==> src/rtl/btn_conditioner.sv <==
// Four-lane push-button conditioner: synchronise, debounce, detect press, hold as a pending request.
// Define BTN_AUTOREPEAT_EN to add hold-to-repeat events on every lane.
module btn_conditioner #(
    parameter int unsigned DEBOUNCE_CYCLES = 250000,
    parameter int unsigned REPEAT_DELAY    = 50000000,
    parameter int unsigned REPEAT_PERIOD   = 12500000
) (
    input  logic       clk,
    input  logic       rst_n,
    input  logic       shield_ready,
    input  logic [3:0] btn,
    output logic       up,
    output logic       down,
    output logic       left,
    output logic       right
);

    localparam bit CFG_OK = (DEBOUNCE_CYCLES >= 2) && (REPEAT_DELAY >= 1) && (REPEAT_PERIOD >= 1);
    localparam int unsigned CNT_W = (DEBOUNCE_CYCLES < 2) ? 1 : $clog2(DEBOUNCE_CYCLES);
`ifdef BTN_AUTOREPEAT_EN
    localparam int unsigned RPT_MAX = (REPEAT_DELAY > REPEAT_PERIOD) ? REPEAT_DELAY : REPEAT_PERIOD;
    localparam int unsigned RPT_W   = (RPT_MAX < 2) ? 1 : $clog2(RPT_MAX);
`endif

    logic [3:0] pending;

    if (CFG_OK) begin : g_cfg_ok
        for (genvar i = 0; i < 4; i++) begin : g_lane
            logic             s1;
            logic             s2;
            logic             stable;
            logic [CNT_W-1:0] dbc_cnt;
            logic             settle;
            logic             press;
            logic             event_fire;
            logic             pend;

            // NOTE: the synchroniser flops are reset too, so a press in flight at reset is
            // discarded and a button still held afterwards goes through the full debounce.
            always_ff @(posedge clk or negedge rst_n) begin
                if (!rst_n) begin
                    s1 <= 1'b0;
                    s2 <= 1'b0;
                end else begin
                    s1 <= btn[i];
                    s2 <= s1;
                end
            end

            assign settle = (s2 != stable) && (dbc_cnt == CNT_W'(DEBOUNCE_CYCLES - 1));
            assign press  = settle && s2;

            always_ff @(posedge clk or negedge rst_n) begin
                if (!rst_n) begin
                    stable  <= 1'b0;
                    dbc_cnt <= '0;
                end else if (s2 == stable) begin
                    dbc_cnt <= '0;
                end else if (settle) begin
                    stable  <= s2;
                    dbc_cnt <= '0;
                end else begin
                    dbc_cnt <= dbc_cnt + CNT_W'(1);
                end
            end

`ifdef BTN_AUTOREPEAT_EN
            logic [RPT_W-1:0] rpt_cnt;
            logic             rpt_armed;
            logic             rpt_hit;

            // rpt_armed separates the long initial delay from the shorter steady period.
            assign rpt_hit = stable && (rpt_armed ? (rpt_cnt == RPT_W'(REPEAT_PERIOD - 1))
                                                  : (rpt_cnt == RPT_W'(REPEAT_DELAY - 1)));

            always_ff @(posedge clk or negedge rst_n) begin
                if (!rst_n) begin
                    rpt_cnt   <= '0;
                    rpt_armed <= 1'b0;
                end else if (!stable) begin
                    rpt_cnt   <= '0;
                    rpt_armed <= 1'b0;
                end else if (rpt_hit) begin
                    rpt_cnt   <= '0;
                    rpt_armed <= 1'b1;
                end else begin
                    rpt_cnt <= rpt_cnt + RPT_W'(1);
                end
            end

            assign event_fire = press | rpt_hit;
`else
            assign event_fire = press;
`endif

            // A fresh event outranks a same-edge consumption so no press is ever lost.
            always_ff @(posedge clk or negedge rst_n) begin
                if (!rst_n) begin
                    pend <= 1'b0;
                end else if (event_fire) begin
                    pend <= 1'b1;
                end else if (shield_ready) begin
                    pend <= 1'b0;
                end
            end

            assign pending[i] = pend;
        end
    end else begin : g_cfg_bad
        // An illegal parameter set keeps all requests quiet.
        assign pending = '0;
    end

    assign up    = pending[0];
    assign down  = pending[1];
    assign left  = pending[2];
    assign right = pending[3];

endmodule

==> config.mk <==
export PLATFORM = sky130hd
export DESIGN_NAME = btn_conditioner
export DESIGN_NICKNAME = d
export VERILOG_FILES = /design/src/rtl/btn_conditioner.sv
export SDC_FILE = /design/constraint.sdc
export NUM_CORES = 1
export LEC_CHECK = 0
export ABC_AREA = 1
export BUFFER_PORTS_ARGS = -buffer_cell sky130_fd_sc_hd__buf_4
export CAP_MARGIN = 25
export CELL_PAD_IN_SITES_DETAIL_PLACEMENT = 1
export CELL_PAD_IN_SITES_GLOBAL_PLACEMENT = 2
export CORE_ASPECT_RATIO = 1.1
export CORE_MARGIN = 2
export CORE_UTILIZATION = 32
export CTS_CLUSTER_DIAMETER = 80
export DETAILED_ROUTE_END_ITERATION = 8
export PLACE_DENSITY = 0.72
export RECOVER_POWER = 25
export SLEW_MARGIN = 20
export SYNTH_ARGS = -nofsm -noshare
export SYNTH_HDL_FRONTEND = slang
export SYNTH_SLANG_ARGS = --single-unit
==> constraint.sdc <==
create_clock -name clk -period 1.6 [get_ports clk]
set_clock_uncertainty 0.05 [all_clocks]
set_input_delay 0.08 -clock clk [delete_from_list [all_inputs] [get_ports clk]]
set_output_delay 0.08 -clock clk [all_outputs]
set_load 0.03 [all_outputs]
Word-level counts from Yosys, hierarchy flattened
Cells that the tools add are included.
{"block": "word_totals", "wordCells": 69, "out_inout_bits": 4, "ff_bits": 88, "in_bits": 7}
{"block": "classes", "mux": 13, "n_reduce_logical": 16, "eq_ne": 12, "bitwise": 4, "n_addsub": 4}
{"cell": "$mux W18", "n": 8}
{"cell": "$add A18 B1 Y18 const B", "n": 4}
{"cell": "$eq A18 B18 Y1 const B", "n": 4}
{"cell": "$logic_and A1 B1 Y1", "n": 8}
{"cell": "$reduce_and A2 Y1", "n": 4}
{"cell": "$reduce_bool A2 Y1", "n": 4}
{"cell": "$mux W1", "n": 5}
{"cell": "$eq A1 B1 Y1", "n": 4}
{"cell": "$ne A1 B1 Y1", "n": 4}
{"cell": "$not A1 Y1", "n": 4}

Logic depth before layout (Yosys ltp)
Gate-level depths: netlist (run 1).
{"block": "depth", "word_depth": 4, "mapped_depth": 8, "ltp_nobuf": 8}

Least setup slack after synthesis (run 1)
Ideal clock, no wire load.
{"block": "synth_timing", "path_kind": "register to register", "from": "register g_cfg_ok.g_lane[1].dbc_cnt[0]", "to": "register g_cfg_ok.g_lane[1].dbc_cnt[11]", "slack_ns": 0.212, "path_stages_with_launch": 9, "t_arrival_ns": 1.218, "synth_period_minus_slack_ns": 1.388, "path_buffers": 0, "cell_sequence": "dfrtp_1 ha_1 nand2_2 nor2_4 nand2_1 nor2_2 nand2_2 nand2_4 nor2_2"}
{"block": "synth_between", "elab_chain_len": 4, "elab_cells_between_ends": 5, "cone_classes": "add/sub (1); eq/ne (1); mux (2); reduce/logical (1)"}
{"item": "start: declaration", "line": "32", "source": "logic [CNT_W-1:0] dbc_cnt;"}
{"item": "start signal: assignment", "line": "63", "source": "dbc_cnt <= dbc_cnt + CNT_W'(1);"}
{"item": "branches (longest 2 deep; another with $add A18 B1 Y18)"}
{"item": "$mux W18 *", "line": "59", "source": "end else if (settle) begin"}
{"item": "$mux W18 *", "line": "57", "source": "end else if (s2 == stable) begin"}
Every way passes the cells marked *.
A chain may end at the register's enable or synchronous reset.

Worst setup path after layout (run 1)
{"block": "layout_timing", "from": "register g_cfg_ok.g_lane[0].dbc_cnt[0]", "to": "register g_cfg_ok.g_lane[0].dbc_cnt[16]"}
{"block": "layout_between", "elab_chain_len": 4, "elab_cells_between_ends": 5, "cone_classes": "add/sub (1); eq/ne (1); mux (2); reduce/logical (1)"}
{"item": "start: declaration", "line": "32"}
{"item": "start signal: assignment", "line": "63"}
{"item": "branches (longest 2 deep; another with $add A18 B1 Y18)"}
{"item": "$mux W18 *", "line": "59"}
{"item": "$mux W18 *", "line": "57"}
Marked as above.

==> out/qor.txt, run 1 <==
Vias in the first global route = 3,978
Pleak = 2.258 nW
Wirelength, routed = 11,170 um
Combinational Power Share = 0.042
Sw frac = 0.2412
Initial antenna violation count = 0
Sequential-to-total area share from yosys stat = 0.4771
Final Max Slew Viols = 0
Post-synth EDFFs = 0
Vias = 3,652
Mapped cell area = 4616 um^2
Power per cell area = 861.9 nW/um^2
Critical Path RT = 1.80 ns
Synth warn = 0
Global-route wire length before repair = 19,100 um
Port bufs = 10
Register bit total from synthesis = 88
Setup TNS = 0 ns
Syn avg cell area = 8.302 um^2
F_max = 0.6726 GHz
Ant diodes = 0
Adder-Cell Fraction of Synth Area = 0.01084
Synth area leaders = dfrtp_1, nor2_1, nand2_1
Xor/xnor share of the synthesized area = 0.07021
Pre-Repair DR Iteration Count = 4
Main flop type after synthesis = dfrtp_1
Total track usage = 0.1571
Proportion of layout cells with a drive suffix above 1 = 0.1870
DRC = 0
CTS Root Cell = clkbuf_16
Routed Antenna Nets = 0
Period utilization = 0.9293
Post-synth ARST share = 1.000
IO Count = 11
Num CTS Buffers = 9
Core Area = 14,270 um^2
H-tree depth = 3
Final GP Congestion = 0.7485
Post-synthesis cell type count = 29
Std cell rows = 46
Slew HR = 0.4517
Flop pwr share = 0.490
Crit start category = flip-flop
Largest family of logic cells by synthesized area = simple AND/OR/NAND/NOR gates
Synth Area in Compound Gates = 0.02873
Int Power = 3.541 mW
RSZ-0062 raised after global routing = true
Setup violators final = 0
Total gr overflow = 0
Post-Syn Instances = 556
Clk_lat worst skew = 0.35 ns
Simple-Gate Fraction of Synth Area = 0.3692
Slew @ Worst Pin = 0.8224 ns
Die ar. = 15,400 um^2
Clock Path Buffers = 2
Clock-pin slew on the worst setup and hold paths = 0.07 ns
Status = finished clean
Initial core utilization = 0.3234
Critical path type = flip-flop to flip-flop
Clock power share = 0.468
Mux contribution to synthesized area = 0
Endpoint class of the critical path = flip-flop
Worst-path fanout max = 3
Nets = 605
Final hold viol count = 0
Die width = 118.5 um
Worst EP arrival = 1.68 ns
Max rail drop VDD = 0.0005227 V
Largest net degree at the start of global routing = 89
Sw Pwr = 1.125 mW
DR iter-0 viols = 95
Hold_ws = 0.3047 ns
# clock sinks = 88
Vias per cell = 4.617
Hpwl dp = 7952 um
Die height = 130.0 um
Synth-to-layout area growth = 17.29%
Final min period = 1.487 ns
Synth Net Count = 567
Post-synth top area cell = dfrtp_1
HP Class = flip-flop to flip-flop
CTS tree = done
Max-cap violations = 0
Wirelength per Cell = 14.12 um
Area share of the largest cell type after synthesis = 0.4771
layout make-up:
class / instances / area, um^2
Timing Repair Buffer: 26 / 214.0
Fill cell: 1739 / 8860
Tap cell: 192 / 240.2
Sequential cell: 88 / 2202
Inverter: 54 / 202.7
Clock buffer: 9 / 225.2
Clock inverter: 7 / 70.07
Multi-Input combinational cell: 415 / 2260
metrics by stage:
step             util  setup WS [ns]  cells  cell area (um^2)  power (mW)
3_5_place_dp   0.3500        0.04516    765              4996       2.518
4_1_cts        0.3749        0.01938    787              5351       4.755
2_1_floorplan       -         0.2125    556              4616       2.405
5_1_grt        0.3793      0.0006948    791              5414       4.853
6_report       0.3793         0.1132    791              5414       4.666
3_3_place_gp   0.3500        0.07627    765              4996       2.509
power by group through the flow:
stage / registers [mW] / clock network (mW) / logic (mW)
global route: 2.29 / 2.33 / 0.230
floorplan: 2.32 / 0 / 0.0835
finish: 2.29 / 2.18 / 0.197
detailed placement: 2.33 / 0 / 0.189
global placement: 2.33 / 0 / 0.183
CTS: 2.29 / 2.27 / 0.200
final timing paths:
check	cells past startpoint	slack, ns	startpoint	endpoint
setup reg to reg	7	0.11	g_cfg_ok.g_lane[0].dbc_cnt[0]	g_cfg_ok.g_lane[0].dbc_cnt[16]
setup / recovery	7	0.11	g_cfg_ok.g_lane[0].dbc_cnt[0]	g_cfg_ok.g_lane[0].dbc_cnt[16]
min in group asynchronous	3	0.39	rst_n	g_cfg_ok.g_lane[3].dbc_cnt[9]
max in group asynchronous	3	0.53	rst_n	g_cfg_ok.g_lane[1].stable
hold reg to reg	0	0.30	g_cfg_ok.g_lane[1].s1	g_cfg_ok.g_lane[1].s2
hold / removal	0	0.30	g_cfg_ok.g_lane[1].s1	g_cfg_ok.g_lane[1].s2
cell usage after synthesis, types with 5 or more instances:
cell	instances
nand3_2	6
nand3_1	38
xnor2_1	9
nand2_4	5
o21ai_1	6
nor2_2	19
inv_1	48
inv_2	6
nand4_1	12
nor3b_1	5
nand2_1	94
nor2_1	132
nor2_4	12
xor2_1	28
nand2_2	16
dfrtp_1	88
routing by layer:
layer,share of wire,GRT usage
met4,0.016,0.06933
met1,0.48,0.1904
met5,0,0
met2,0.49,0.2795
met3,0.015,0.02404
worst max-delay path: stages, from the launching register on:
cell and delay, ns:
dfrtp_1 0.39, ha_1 0.19, nand2_2 0.10, nor2_2 0.22, and2_4 0.20, nand3_1 0.08
nor2_1 0.10, nor2_1 0.05
cells by family (layout without fill, tap and decap cells):
kind of cell	after synthesis	after routing
AND/OR/NAND/NOR	351	352
adder cells (fa/ha/maj)	4	4
flip-flops	88	88
XOR/XNOR	37	37
AO/OA/AOI/OAI	22	22
buffers and inverters	54	96
registers in the layout, summed over array words and instances (netlist names):
| signal | flops |
|---|---|
| g_cfg_ok.g_lane.s1 | 4 |
| right | 1 |
| up | 1 |
| down | 1 |
| g_cfg_ok.g_lane.s2 | 4 |
| g_cfg_ok.g_lane.stable | 4 |
| g_cfg_ok.g_lane.dbc_cnt | 72 |
| left | 1 |
timing repair:
action	in CTS	in global routing
buffers inserted	0	3
endpoints found under the hold margin	96	0
setup endpoints to repair	0	38
hold buffers	6	0
gates resized for setup	0	10
layout by cell type, fill, tap and decap left out, drive strengths merged, types with 2 or more instances in the layout:
cell and count:
nor2 164, nand2 115, dfrtp 88, inv 56, nand3 44, xor2 28, buf 15, clkbuf 14
nand4 12, xnor2 9, o21ai 8, dlygate4sd3 6, nor3 6, nor3b 5, o21bai 4, o22ai 4
a21oi 4, ha 4, or2 3, clkinv 3, nand3b 2
Power figures use the tool's default switching activity.
==> inputs of run 2 (changes only) <==
Settings changed: PLACE_DENSITY 0.72 to default, PLACE_DENSITY_LB_ADDON from default to 0.1.
==> run 2 against run 1 <==
  * Clock power grew 15%
  * Non-clock buffer count rose by 2
  * First-iteration DRC count is 5.3% lower
  * Power is 7.2% higher
  * Core utilization rose by 0.78 points
  * Maximum frequency is 0.46% lower
  * Design area grew 2.1%
  * Final cell count up 0.25%
  * Setup slack worse by 0.0069 ns
  * Largest power group is now clock
==> out/qor.txt, run 2 (synthesized netlist as in run 1, its figures left out) <==
Setup TNS = 0 ns
Placed Cells = 766
Reg2Reg Depth = 8
Most common cell after layout, fill and taps aside = nor2_1
Vias in the first global route = 3,936
Endpoint class of the critical path = flip-flop
Max rail drop VDD = 0.0003982 V
Int Power = 3.938 mW
Port bufs = 10
Reg-to-reg setup timing slack = 0.11 ns
Vias = 3,663
Final min period = 1.494 ns
Sw Pwr = 1.064 mW
Vias per cell = 4.619
Clk_lat worst skew = 0.35 ns
F_max = 0.6695 GHz
Core Area = 14,270 um^2
Worst-path cell chain = ha_2, nand2_2, nor2_4, nand2_1, nor2_2, nand2_4, nand2_8, nor2_2
Nets = 607
H-tree depth = 3
Critical Path Max Stage Delay = 0.40 ns
Slew @ Worst Pin = 0.7686 ns
Total track usage = 0.1582
# clock sinks = 88
Power per cell area = 905.4 nW/um^2
Slew HR = 0.4876
Proportion of layout cells with a drive suffix above 1 = 0.1913
Routed Antenna Nets = 0
DRC = 0
Clock-pin slew on the worst setup and hold paths = 0.07 ns
Clock power share = 0.502
Max-cap violations = 0
Worst path most repeated cell = nor2_2
Flop pwr share = 0.457
Final hold viol count = 0
Ant diodes = 0
Hpwl dp = 8234 um
Critical Path RT = 1.79 ns
Worst EP arrival = 1.68 ns
Status = finished clean
Slowest cell on the critical path = dfrtp_1
Worst Setup EP = g_cfg_ok.g_lane[1].dbc_cnt[12]
Final GP Congestion = 0.7594
Pleak = 2.309 nW
Global-route wire length before repair = 19,100 um
Die ar. = 15,400 um^2
RSZ-0062 raised after global routing = false
CTS Root Cell = clkbuf_16
Reg2reg start = g_cfg_ok.g_lane[1].dbc_cnt[0]
IO Count = 11
Final setup margin = 0.1063 ns
Largest Register = g_cfg_ok.g_lane.dbc_cnt
Largest net degree at the start of global routing = 35
Max FFs per register = 72
Wirelength, routed = 11,220 um
Initial antenna violation count = 0
Sw frac = 0.2128
Critical path type = flip-flop to flip-flop
Die width = 118.5 um
Pre-Repair DR Iteration Count = 4
Pre-CTS WS = 0.02960 ns
Critical Path Start = g_cfg_ok.g_lane[1].dbc_cnt[0]
Synth-to-layout area growth = 19.71%
Final Max Slew Viols = 0
Std cell rows = 46
Die height = 130.0 um
Worst-path fanout max = 8
Non-Filler Instances = 793
Commonest cells after routing, fill and taps aside = nor2_1, nand2_1, dfrtp_1
Reg2reg end = g_cfg_ok.g_lane[1].dbc_cnt[12]
HP Class = primary input to async pin
Combinational Power Share = 0.041
Crit start category = flip-flop
Setup violators final = 0
Num CTS Buffers = 9
Total gr overflow = 0
CTS tree = done
Period utilization = 0.9336
Hold_ws = 0.2886 ns
Initial core utilization = 0.3234
DR iter-0 viols = 90
Clock Path Buffers = 2
Wirelength per Cell = 14.14 um
==> run 2: cell types whose count changed in the layout (fill, tap and decap cells not counted), moves of 2 or more <==
cell	change
bufinv_16	+2
clkbuf_2	+2
clkbuf_8	+2
clkinv_2	-2
inv_6	-2
nand2_8	+2
nor2_2	-2
==> run 2: metal layers <==
metal / track usage / share of wire / vias to the layer above
li1: - / - / 1830
met1: 0.1922 / 0.48 / 1804
met2: 0.2798 / 0.49 / 19
met3: 0.02535 / 0.015 / 10
met4: 0.06933 / 0.018 / 0
met5: 0 / 0 / -
==> run 2: cell type report <==
class | instances | area, um^2
multi-input cells | 415 | 2292
well taps | 192 | 240.2
repair buffers | 28 | 232.7
clock buffers | 11 | 252.7
inverters | 54 | 202.7
fillers | 1750 | 8748
clock inverters | 5 | 102.6
flip-flops and latches | 88 | 2202
==> run 2: power by group through the flow <==
stage	combinational (mW)	clock, mW	sequential [mW]
floorplan	0.0835	0	2.32
global placement	0.187	0	2.33
detailed placement	0.189	0	2.33
CTS	0.201	2.62	2.29
global route	0.237	2.71	2.29
finish	0.204	2.51	2.29
==> run 2: worst max-delay path: cells and delay by family (launching register included) <==
kind	cells	cell delay [ns]
fa+ha+maj	1	0.21
flops	1	0.40
simple gates	7	0.73
==> run 2: repair_timing <==
item,in CTS,in global routing
endpoints found under the hold margin,77,0
hold buffers,6,0
gates resized for setup,0,13
setup endpoints to repair,0,39
buffers inserted,0,4
==> run 2: how the worst min path moves through the flow <==
stage | cells after the start | to | slack, ns | from
floorplan | 0 | down | -0.27 | rst_n
global placement | 1 | g_cfg_ok.g_lane[3].dbc_cnt[5] | -0.01 | rst_n
detailed placement | 1 | g_cfg_ok.g_lane[3].dbc_cnt[5] | -0.01 | rst_n
CTS | 2 | g_cfg_ok.g_lane[0].dbc_cnt[13] | 0.16 | rst_n
global route | 0 | g_cfg_ok.g_lane[1].s2 | 0.31 | g_cfg_ok.g_lane[1].s1
finish | 2 | g_cfg_ok.g_lane[3].dbc_cnt[5] | 0.29 | rst_n
==> run 2: stage by stage <==
step                utilization  power [mW]  area (um^2)
floorplan                     -       2.405         4616
global placement         0.3505       2.513         5004
detailed placement       0.3505       2.517         5004
CTS                      0.3796       5.105         5419
global route             0.3871       5.234         5525
finish                   0.3871       5.003         5525
==> inputs of run 3 (changes only) <==
==> constraint.sdc (replaced) <==
create_clock -name clk -period 1.82 [get_ports clk]
set_clock_uncertainty 0.05 [all_clocks]
set_input_delay 0.273 -clock clk [delete_from_list [all_inputs] [get_ports clk]]
set_output_delay 0.273 -clock clk [all_outputs]
set_load 0.03 [all_outputs]
==> run 3 against run 2 <==
  * Non-clock buffer count is 10 lower
  * Critical endpoint is now g_cfg_ok.g_lane[3].dbc_cnt[9]
  * Setup slack improved by 0.11 ns
  * First-iteration DRC count up 52%
  * Global-route usage fell by 0.12 points
  * Flip-flop and latch count unchanged
  * Design area decreased by 4.2%
  * Worst hold slack worse by 0.15 ns
  * Sequential power is 12% lower
  * Critical path depth down 2
==> out/qor.txt, run 3 (synthesized netlist as in run 1, its figures left out) <==
DR iter-0 viols = 137
Global-route wire length before repair = 19,130 um
CTS Root Cell = clkbuf_16
Power per cell area = 733.9 nW/um^2
Endpoint class of the critical path = flip-flop
Slew @ Worst Pin = 1.024 ns
Slew HR = 0.3175
H-tree depth = 3
Critical path type = flip-flop to flip-flop
Largest Register = g_cfg_ok.g_lane.dbc_cnt
Critical Path RT = 1.99 ns
Clk_lat worst skew = 0.34 ns
IO Count = 11
F_max = 0.6217 GHz
Core Area = 14,270 um^2
Wirelength per Cell = 13.96 um
Area of the multi-input gates = 2211 um^2
Pre-CTS WS = 0.1874 ns
Commonest cells after routing, fill and taps aside = nor2_1, nand2_1, dfrtp_1
Std cell rows = 46
# clock sinks = 88
Final Util = 0.3708
Post-CTS Setup Repair Bufs = 0
Reg-to-reg setup timing slack = 0.21 ns
Setup violators final = 0
Ant diodes = 0
Final min period = 1.608 ns
RSZ-0062 raised after global routing = false
Final setup margin = 0.2116 ns
Num CTS Buffers = 9
Most common cell after layout, fill and taps aside = nor2_1
Die height = 130.0 um
Pleak = 2.176 nW
Seq. cell area = 2202 um^2
Nets = 596
Final Max Slew Viols = 0
Max rail drop VDD = 0.0003716 V
Max FFs per register = 72
CTS tree = done
Vias in the first global route = 3,994
Max-cap violations = 0
Hpwl dp = 8169 um
Initial core utilization = 0.3234
Crit start category = flip-flop
Proportion of layout cells with a drive suffix above 1 = 0.1661
Routed Antenna Nets = 0
Worst-path fanout max = 8
Vias = 3,634
HP Class = primary input to flip-flop
Setup TNS = 0 ns
Total gr overflow = 0
DRC = 0
Initial antenna violation count = 0
Filler instances = 1,757
Worst EP arrival = 1.78 ns
Die ar. = 15,400 um^2
Die width = 118.5 um
Post_cts resized = 0
Pre-Repair DR Iteration Count = 4
Final hold viol count = 0
Status = finished clean
Largest net degree at the start of global routing = 37
Total track usage = 0.1570
Port bufs = 10
Clock Path Buffers = 2
Final GP Congestion = 0.7514
Wirelength, routed = 10,910 um
Clock-pin slew on the worst setup and hold paths = 0.06 ns
Period utilization = 0.8837
Vias per cell = 4.647
Synth-to-layout area growth = 14.67%
-- run 3: cell count changes in the layout (fill, tap and decap cells not counted), sizes merged --
cell,before,now
dlygate4sd3,6,5
clkinvlp,1,2
nand2,116,115
clkbuf,17,16
bufinv,3,0
clkinv,1,3
buf,16,8
-- run 3: stage by stage --
| stage | cell area, um^2 | hold slack [ns] | std cells | total power, mW |
|---|---|---|---|---|
| final | 5293 | 0.1356 | 782 | 3.884 |
| after floorplan | 4616 | -0.07259 | 556 | 2.115 |
| after global routing | 5293 | 0.1320 | 782 | 4.068 |
| after detailed placement | 4979 | 0.2361 | 761 | 2.214 |
| after global placement | 4979 | 0.2404 | 761 | 2.207 |
| after CTS | 5295 | 0.1293 | 782 | 3.976 |
-- run 3: routing by layer --
| layer | wire [um] | track usage | share of wire |
|---|---|---|---|
| met1 | 5052 | 0.1916 | 0.46 |
| met2 | 5452 | 0.2781 | 0.50 |
| met3 | 171 | 0.02535 | 0.016 |
| met4 | 237 | 0.06583 | 0.022 |
| met5 | 0 | 0 | 0 |
-- run 3: final cells by class --
type / count / area share
clock buffer: 11 / 0.04397
inverter: 54 / 0.03830
tap: 192 / 0.04539
multi-input combinational: 414 / 0.4177
sequential: 88 / 0.4161
timing repair buffer: 18 / 0.03215
clock inverter: 5 / 0.006383
-- run 3: worst max-delay path, cell delays in order, from the launching register on --
cell and delay, ns:
dfrtp_1 0.38, ha_1 0.22, nand3_1 0.16, nor2_1 0.16
nand3_2 0.19, nand2_2 0.24, nor2_1 0.08
-- run 3: worst paths after layout --
path / cells after the start / startpoint / end
max in group asynchronous: 3 / rst_n / g_cfg_ok.g_lane[2].dbc_cnt[2]
worst max-delay path: 6 / g_cfg_ok.g_lane[3].dbc_cnt[0] / g_cfg_ok.g_lane[3].dbc_cnt[9]
worst min-delay path: 2 / shield_ready / left
min in group asynchronous: 2 / rst_n / g_cfg_ok.g_lane[3].dbc_cnt[10]
worst min register to register: 0 / g_cfg_ok.g_lane[0].s1 / g_cfg_ok.g_lane[0].s2
worst max register to register: 6 / g_cfg_ok.g_lane[3].dbc_cnt[0] / g_cfg_ok.g_lane[3].dbc_cnt[9]
-- run 3: power breakdown --
group          internal (mW)  leakage [nW]  total (mW)  switching, mW
Combinational         0.0538         0.850       0.166          0.113
Clock                  0.924         0.126        1.71          0.784
Sequential              1.99          1.20        2.01         0.0238
Total                   2.96          2.18        3.88          0.921
-- run 3: repair_timing --
item / 4_1_cts / 5_1_grt
hold endpoints to repair: 37 / 0
setup endpoints to repair: 0 / 0
hold buffers: 5 / 0
